### config.mk
export PLATFORM = sky130hd
export DESIGN_NAME = gen_reg_file_flat
export DESIGN_NICKNAME = d
export VERILOG_FILES = /design/src/rtl/gen_reg_file_if.sv /design/src/rtl/gen_reg_file.sv /design/src/flat_wrapper.sv
export SDC_FILE = /design/constraint.sdc
export NUM_CORES = 1
export LEC_CHECK = 0
export ABC_CLOCK_PERIOD_IN_PS = 3600
export CORE_MARGIN = 8
export CORE_UTILIZATION = 54
export DETAILED_ROUTE_END_ITERATION = 8
export PLACE_DENSITY = 0.76
export SYNTH_ARGS = -nofsm -noshare
export SYNTH_HDL_FRONTEND = slang
export SYNTH_SLANG_ARGS = --single-unit
### constraint.sdc
create_clock -name clk -period 3.6 [get_ports clk]
set_input_delay 0.36 -clock clk [delete_from_list [all_inputs] [get_ports clk]]
set_output_delay 0.36 -clock clk [all_outputs]
set_load 0.02 [all_outputs]
### src/rtl/gen_reg_file_if.sv
`default_nettype none
// ============================================================================
// Module      : gen_reg_file_if
// Description : Control-FSM to register-file strobe/data bundle.
// Revision    : 1.0 - initial release
// ============================================================================
interface gen_reg_file_if;
    logic [1:0]  gen_sel;
    logic        gen_lr_sel;
    logic        gen_wr;
    logic        gen_oe;
    logic [7:0]  data_in;
    logic [7:0]  data_out;
    logic        data_oe;
    logic        pair_ld;
    logic        pair_oe;
    logic        pair_inc;
    logic        pair_dec;
    logic [15:0] addr_in;
    logic [15:0] addr_out;
    logic        addr_oe;
    logic        op_conflict;

    modport master (
        output gen_sel, gen_lr_sel, gen_wr, gen_oe, data_in,
        output pair_ld, pair_oe, pair_inc, pair_dec, addr_in,
        input  data_out, data_oe, addr_out, addr_oe, op_conflict
    );

    modport slave (
        input  gen_sel, gen_lr_sel, gen_wr, gen_oe, data_in,
        input  pair_ld, pair_oe, pair_inc, pair_dec, addr_in,
        output data_out, data_oe, addr_out, addr_oe, op_conflict
    );
endinterface
`default_nettype wire

### src/rtl/gen_reg_file.sv
`default_nettype none
// ============================================================================
// Module      : gen_reg_file
// Description : SM83 BC/DE/HL/SP register file with byte and pair access.
// Revision    : 1.0 - initial release
// ============================================================================
module gen_reg_file #(
    parameter logic [15:0] BC_RST = 16'h0013,
    parameter logic [15:0] DE_RST = 16'h00D8,
    parameter logic [15:0] HL_RST = 16'h014D,
    parameter logic [15:0] SP_RST = 16'hFFFE
) (
    input  wire logic       clk,
    input  wire logic       rst,
    gen_reg_file_if.slave   bus
);

    localparam logic [1:0] c_BC = 2'd0;
    localparam logic [1:0] c_DE = 2'd1;
    localparam logic [1:0] c_HL = 2'd2;
    localparam logic [1:0] c_SP = 2'd3;

    logic [15:0] r_pair [4];
    logic [7:0]  r_data_out;
    logic        r_data_oe;
    logic        r_op_conflict;

    logic [15:0] w_sel_pair;
    logic [7:0]  w_sel_byte;
    logic [2:0]  w_op_count;

    assign w_sel_pair = r_pair[bus.gen_sel];
    assign w_sel_byte = bus.gen_lr_sel ? w_sel_pair[7:0] : w_sel_pair[15:8];
    assign w_op_count = {2'b00, bus.pair_ld} + {2'b00, bus.gen_wr}
                      + {2'b00, bus.pair_inc} + {2'b00, bus.pair_dec};

    always_ff @(posedge clk) begin
        if (rst) begin
            r_pair[c_BC]  <= BC_RST;
            r_pair[c_DE]  <= DE_RST;
            r_pair[c_HL]  <= HL_RST;
            r_pair[c_SP]  <= SP_RST;
            r_data_out    <= 8'h00;
            r_data_oe     <= 1'b0;
            r_op_conflict <= 1'b0;
        end else begin
            // One op per edge; inc and dec together cancel rather than pick one.
            if (bus.pair_ld) begin
                r_pair[bus.gen_sel] <= bus.addr_in;
            end else if (bus.gen_wr) begin
                if (bus.gen_lr_sel) begin
                    r_pair[bus.gen_sel] <= {w_sel_pair[15:8], bus.data_in};
                end else begin
                    r_pair[bus.gen_sel] <= {bus.data_in, w_sel_pair[7:0]};
                end
            end else if (bus.pair_inc && !bus.pair_dec) begin
                r_pair[bus.gen_sel] <= w_sel_pair + 16'd1;
            end else if (bus.pair_dec && !bus.pair_inc) begin
                r_pair[bus.gen_sel] <= w_sel_pair - 16'd1;
            end

            // Read samples the pre-write byte, giving old-value read-during-write.
            if (bus.gen_oe) begin
                r_data_out <= w_sel_byte;
            end
            r_data_oe     <= bus.gen_oe;
            r_op_conflict <= (w_op_count >= 3'd2);
        end
    end

    assign bus.data_out    = r_data_out;
    assign bus.data_oe     = r_data_oe;
    assign bus.op_conflict = r_op_conflict;
    assign bus.addr_out    = w_sel_pair;
    assign bus.addr_oe     = bus.pair_oe;

endmodule
`default_nettype wire

### src/flat_wrapper.sv
// flat-port wrapper written by rule: the top's interface ports become plain ports
module gen_reg_file_flat 
#(
    parameter logic [15:0] BC_RST = 16'h0013,
    parameter logic [15:0] DE_RST = 16'h00D8,
    parameter logic [15:0] HL_RST = 16'h014D,
    parameter logic [15:0] SP_RST = 16'hFFFE
)
  (clk, rst, bus_gen_sel, bus_gen_lr_sel, bus_gen_wr, bus_gen_oe, bus_data_in, bus_pair_ld, bus_pair_oe, bus_pair_inc, bus_pair_dec, bus_addr_in, bus_data_out, bus_data_oe, bus_addr_out, bus_addr_oe, bus_op_conflict);
  gen_reg_file_if bus_i ();
  input  wire logic clk;
  input  wire logic rst;
  input wire logic [$bits(bus_i.gen_sel)-1:0] bus_gen_sel;
  input wire logic [$bits(bus_i.gen_lr_sel)-1:0] bus_gen_lr_sel;
  input wire logic [$bits(bus_i.gen_wr)-1:0] bus_gen_wr;
  input wire logic [$bits(bus_i.gen_oe)-1:0] bus_gen_oe;
  input wire logic [$bits(bus_i.data_in)-1:0] bus_data_in;
  input wire logic [$bits(bus_i.pair_ld)-1:0] bus_pair_ld;
  input wire logic [$bits(bus_i.pair_oe)-1:0] bus_pair_oe;
  input wire logic [$bits(bus_i.pair_inc)-1:0] bus_pair_inc;
  input wire logic [$bits(bus_i.pair_dec)-1:0] bus_pair_dec;
  input wire logic [$bits(bus_i.addr_in)-1:0] bus_addr_in;
  output wire logic [$bits(bus_i.data_out)-1:0] bus_data_out;
  output wire logic [$bits(bus_i.data_oe)-1:0] bus_data_oe;
  output wire logic [$bits(bus_i.addr_out)-1:0] bus_addr_out;
  output wire logic [$bits(bus_i.addr_oe)-1:0] bus_addr_oe;
  output wire logic [$bits(bus_i.op_conflict)-1:0] bus_op_conflict;
  assign bus_i.gen_sel = bus_gen_sel;
  assign bus_i.gen_lr_sel = bus_gen_lr_sel;
  assign bus_i.gen_wr = bus_gen_wr;
  assign bus_i.gen_oe = bus_gen_oe;
  assign bus_i.data_in = bus_data_in;
  assign bus_i.pair_ld = bus_pair_ld;
  assign bus_i.pair_oe = bus_pair_oe;
  assign bus_i.pair_inc = bus_pair_inc;
  assign bus_i.pair_dec = bus_pair_dec;
  assign bus_i.addr_in = bus_addr_in;
  assign bus_data_out = bus_i.data_out;
  assign bus_data_oe = bus_i.data_oe;
  assign bus_addr_out = bus_i.addr_out;
  assign bus_addr_oe = bus_i.addr_oe;
  assign bus_op_conflict = bus_i.op_conflict;
  gen_reg_file #(.BC_RST(BC_RST), .DE_RST(DE_RST), .HL_RST(HL_RST), .SP_RST(SP_RST)) u_core (.clk(clk), .rst(rst), .bus(bus_i));
endmodule
Yosys cells after proc, flatten, opt, wreduce, memory -nomap -nowiden
Memory sizes are Yosys's and may differ from the RTL's. Cells that the tools add are included.

Bits in registers: 10. Memory bits (writable): 64. Input bits: 35. Output and inout bits: 27. Logic and storage cells: 53. Memories kept: 1.

Add/subtract/negate cells: 5. Magnitude comparators: 1. Mux-type cells: 34. Bitwise logic cells: 4. Reductions and logical operators: 5.

Memories: u_core.r_pair (depth 4, width 16, read ports 1, clocked after memory_dff 0, write ports 4, RTL line gen_reg_file.sv:23) `logic [15:0] r_pair [4];`.

Operators with widths (number): $mux 16 (5); $mux 1 (27); $add 16x1->16 const B (1); $reduce_or 16->1 (1); $sub 16x1->16 const B (1); $mux 8 (1); $add 3x1->3 (2); $or 1x1->1 (4); $ge 3x2->1 const B (1); $add 1x1->2 (1); $logic_and 1x1->1 (2); $logic_not 1->1 (2); $mux 2 (1).

Longest topological paths before layout
Depth after elaboration: 11. Mapped depth: 10. Mapped depth without buffers: 8.

Worst setup path before layout
No wires, ideal clock.

Kind: in2reg. From: in bus_gen_sel[0]. To: mem u_core.r_pair[0][9], data pin. Library setup time: 0.270 ns. Arrival time: 2.475 ns. Required time: 3.330 ns. Slack: 0.856 ns. Cell stages on the path: 8. Path buffers: 2. Path through: buf_6 -> mux4_2 -> buf_2 -> or4_1 -> nor4_2 -> xor2_1 -> a211oi_1 -> nor2_1.

RTL lines: from (decl) (RTL line flat_wrapper.sv:13) `input wire logic [$bits(bus_i.gen_sel)-1:0] bus_gen_sel;`; to (decl) (RTL line gen_reg_file.sv:23).

==> run metrics <==
#FFs+latches synth=74; Clock Skews=0.0238 ns; switching share of total power=31.0%; Post-Synthesis Cells=431; cell chain of the critical path=clkdlybuf4s50_1, buf_12, mux4_1, nor3_1, buf_4, nand2_1, o311a_1, a211oi_2, a21oi_1; EDFF count, synth=64; r2r endpoint=u_core.r_pair[2][9]$_SDFFCE_PN0P_; worst-path maximum fanout=21; num ports=62; Async S/R FF share, synth=0%; Worst-Margin Slew=0.748 ns; critical path's slowest cell=mux4_1; Post-Syn Area=4600 um2; drt total wl=14.3 mm; Critical Path RT=3.68 ns; # fillers=635; Row Count=33; CTS tree=yes; achievable clock frequency=327 MHz; CTS buffer count=9; Die Y=108 um; CP Capture Point=u_core.r_pair[1][15]$_SDFFCE_PN0P_; CP peak stage delay=0.67 ns; die width=108 um; clock sinks=74; Final setup viols=0; ys flop type=edfxtp_1; number of diodes=0; Routed Antenna Nets=0; Hold WC Path Type=reg -> reg; Power Dens Cells=403 nW/um2; Psw=704 uW; Die ar.=11,700 um2; Avg Cell Area, Syn=10.7 um2; largest net degree at the start of global routing=24; Max IR drop VDD=0.320 mV; Syn Nets=470; post-DP HPWL=10.7 mm; CTS Root Cell=clkbuf_8; post-synthesis sequential area ratio=46.2%; Post-synth top cells=edfxtp_1 (64), nor2_1 (61), nand2_1 (42); RSZ-0062 raised after global routing=false; hold_buf cts=0; Core Area=8220 um2; initial antenna violation count=0; Setup crit start kind=primary input; clk slew on worst S/H paths=0.08 ns; Pleak=0.00202 uW; Iteration-0 DRC Markers=440; vias in the first global route=3,833; Clk pwr share=29.0%; share of cells above drive strength 1=16.7%; Port-buffer cells=59; Synth warnings=0; # Post-CTS Setup Buffers=0; status=finished clean; reg2reg setup slack=0.93 ns; crit path time final=3.06 ns; Final #Nets=542; worst-case reg-to-reg path depth=6; Pre-antenna DRT Iters=5; # H-tree levels=3; top post-synthesis cells by area=edfxtp_1 (42%), mux4_2 (6.4%), mux2i_1 (5.0%); WHS=0.487 ns; overall power=2270 uW; gr ovfl total=0; first-pass GRT wire length=21.9 mm; residual DRC count=0; logic gate share of total power=26.3%; Fin. Hold Viols=0; Wirelength per Cell=23.3 um; vias per cell=6.51; vias post-DR=3,993; max_slew headroom=49.7%; Placer Congestion=0.956; post-synth top area share=41.8%; Layout area overhead=22.6%; Critical Path Source=bus_gen_sel[0]; CTS-repair resized insts=0; CP Capture Type=flip-flop; library cells used by synthesis=64; Yosys top cell by area=edfxtp_1; crit share post-route=84.9%; start of the worst register-to-register path=u_core.r_pair[0][6]$_SDFFCE_PN0P_; max capacitance violation total=0; Initial Utilization=55.9%; Max Slew Vio Count=0; setup TNS=0 ns; register share of total power=44.7%; Clock Latency Late Sink=0.36 ns; internal power=1570 uW; most common cell in the netlist=edfxtp_1; GRT Util Overall=24.8%; critical path class=in -> reg; clk buf depth=2; data arrival at the endpoint of the critical path=3.14 ns
per-stage QoR:
step	cells	setup WS, ns	utilization [%]	instance area [um2]
3_3_place_gp	597	0.199	66.2	5440
6_report	613	0.543	68.6	5640
4_1_cts	613	0.535	68.6	5640
3_5_place_dp	597	0.168	66.2	5440
5_1_grt	613	0.339	68.6	5640
2_1_floorplan	431	0.856	-	4600
state kept, by name, indices dropped and copies added (netlist names):
name,cells
u_core.bus.data_oe,1
u_core.bus.data_out,8
u_core.bus.op_conflict,1
u_core.r_pair,64
layer usage:
metal	routed length (um)	vias to the layer above	GRT usage (%)	part of all wire, %
met4	460	0	9.87	3.2
met5	0	-	0	0
li1	-	1786	-	-
met1	5920	1960	33.2	41
met2	6650	214	39.4	47
met3	1270	33	4.05	8.9
worst min path at each step:
stage	startpoint	endpoint	slack (ns)	depth (start not counted)
after global routing	u_core.bus.data_out[5]$_SDFFE_PP0P_	u_core.bus.data_out[5]$_SDFFE_PP0P_	0.52	2
after global placement	u_core.bus.data_out[2]$_SDFFE_PP0P_	u_core.bus.data_out[2]$_SDFFE_PP0P_	0.47	2
after CTS	u_core.bus.data_out[3]$_SDFFE_PP0P_	u_core.bus.data_out[3]$_SDFFE_PP0P_	0.49	2
after detailed placement	u_core.bus.data_out[3]$_SDFFE_PP0P_	u_core.bus.data_out[3]$_SDFFE_PP0P_	0.48	2
after floorplan	bus_pair_inc	u_core.bus.op_conflict$_SDFF_PP0_	0.50	2
final	u_core.bus.data_out[3]$_SDFFE_PP0P_	u_core.bus.data_out[3]$_SDFFE_PP0P_	0.49	2
power by group through the flow:
stage	Combinational, uW	Clock [uW]	Sequential [uW]
detailed placement	592	0	1030
finish	598	660	1020
global placement	587	0	1030
CTS	595	664	1010
global route	638	694	1020
floorplan	341	0	1040
kinds of logic (layout without fill, tap and decap cells):
kind of cell | Yosys count | after routing | synth area share (%)
simple gates | 174 | 174 | 19.7
compound gates | 85 | 85 | 13.3
flops | 74 | 74 | 46.2
buf+inv | 46 | 123 | 4.93
mux | 40 | 40 | 13.3
xor+xnor | 8 | 8 | 1.52
fa+ha+maj | 4 | 4 | 1.09
final cells by class:
cell class,count,area (um2),area share (%)
multi-input cells,311,2250,40.0
inverters,7,26.3,0.466
well taps,105,131,2.33
repair buffers,100,911,16.2
clock inverters,6,65.1,1.15
clock buffers,10,128,2.26
flip-flops and latches,74,2120,37.7
layout by cell type, fill, tap and decap left out, types with 3 or more instances in the layout:
master | synthesis | final
o211ai_1 | 5 | 5
nand2b_1 | 4 | 4
nor3b_1 | 8 | 7
and2_1 | 4 | 4
nand2_1 | 42 | 42
a211oi_1 | 20 | 20
o22ai_1 | 6 | 6
o21ai_0 | 9 | 9
mux4_2 | 13 | 13
a21oi_1 | 17 | 17
xnor2_1 | 4 | 4
inv_1 | 7 | 7
nor4_1 | 6 | 6
mux2i_1 | 23 | 23
ha_1 | 4 | 4
edfxtp_1 | 64 | 64
clkbuf_8 | 0 | 9
mux4_1 | 3 | 3
or3_1 | 3 | 3
dfxtp_1 | 10 | 10
nor2_1 | 61 | 61
nand3_1 | 9 | 9
nand3b_1 | 3 | 3
buf_4 | 5 | 40
nand4_1 | 7 | 7
clkdlybuf4s50_1 | 0 | 59
or4_1 | 4 | 4
nor3_1 | 7 | 7
o311a_1 | 3 | 3
xor2_1 | 4 | 4
critical path: cells and delay by family:
family,cells,cell delay [ns]
buffers and inverters,3,0.95
AO/OA/AOI/OAI,3,0.73
multiplexers,1,0.67
AND/OR/NAND/NOR,2,0.41
Note: power is estimated with default switching activity, not from simulation.
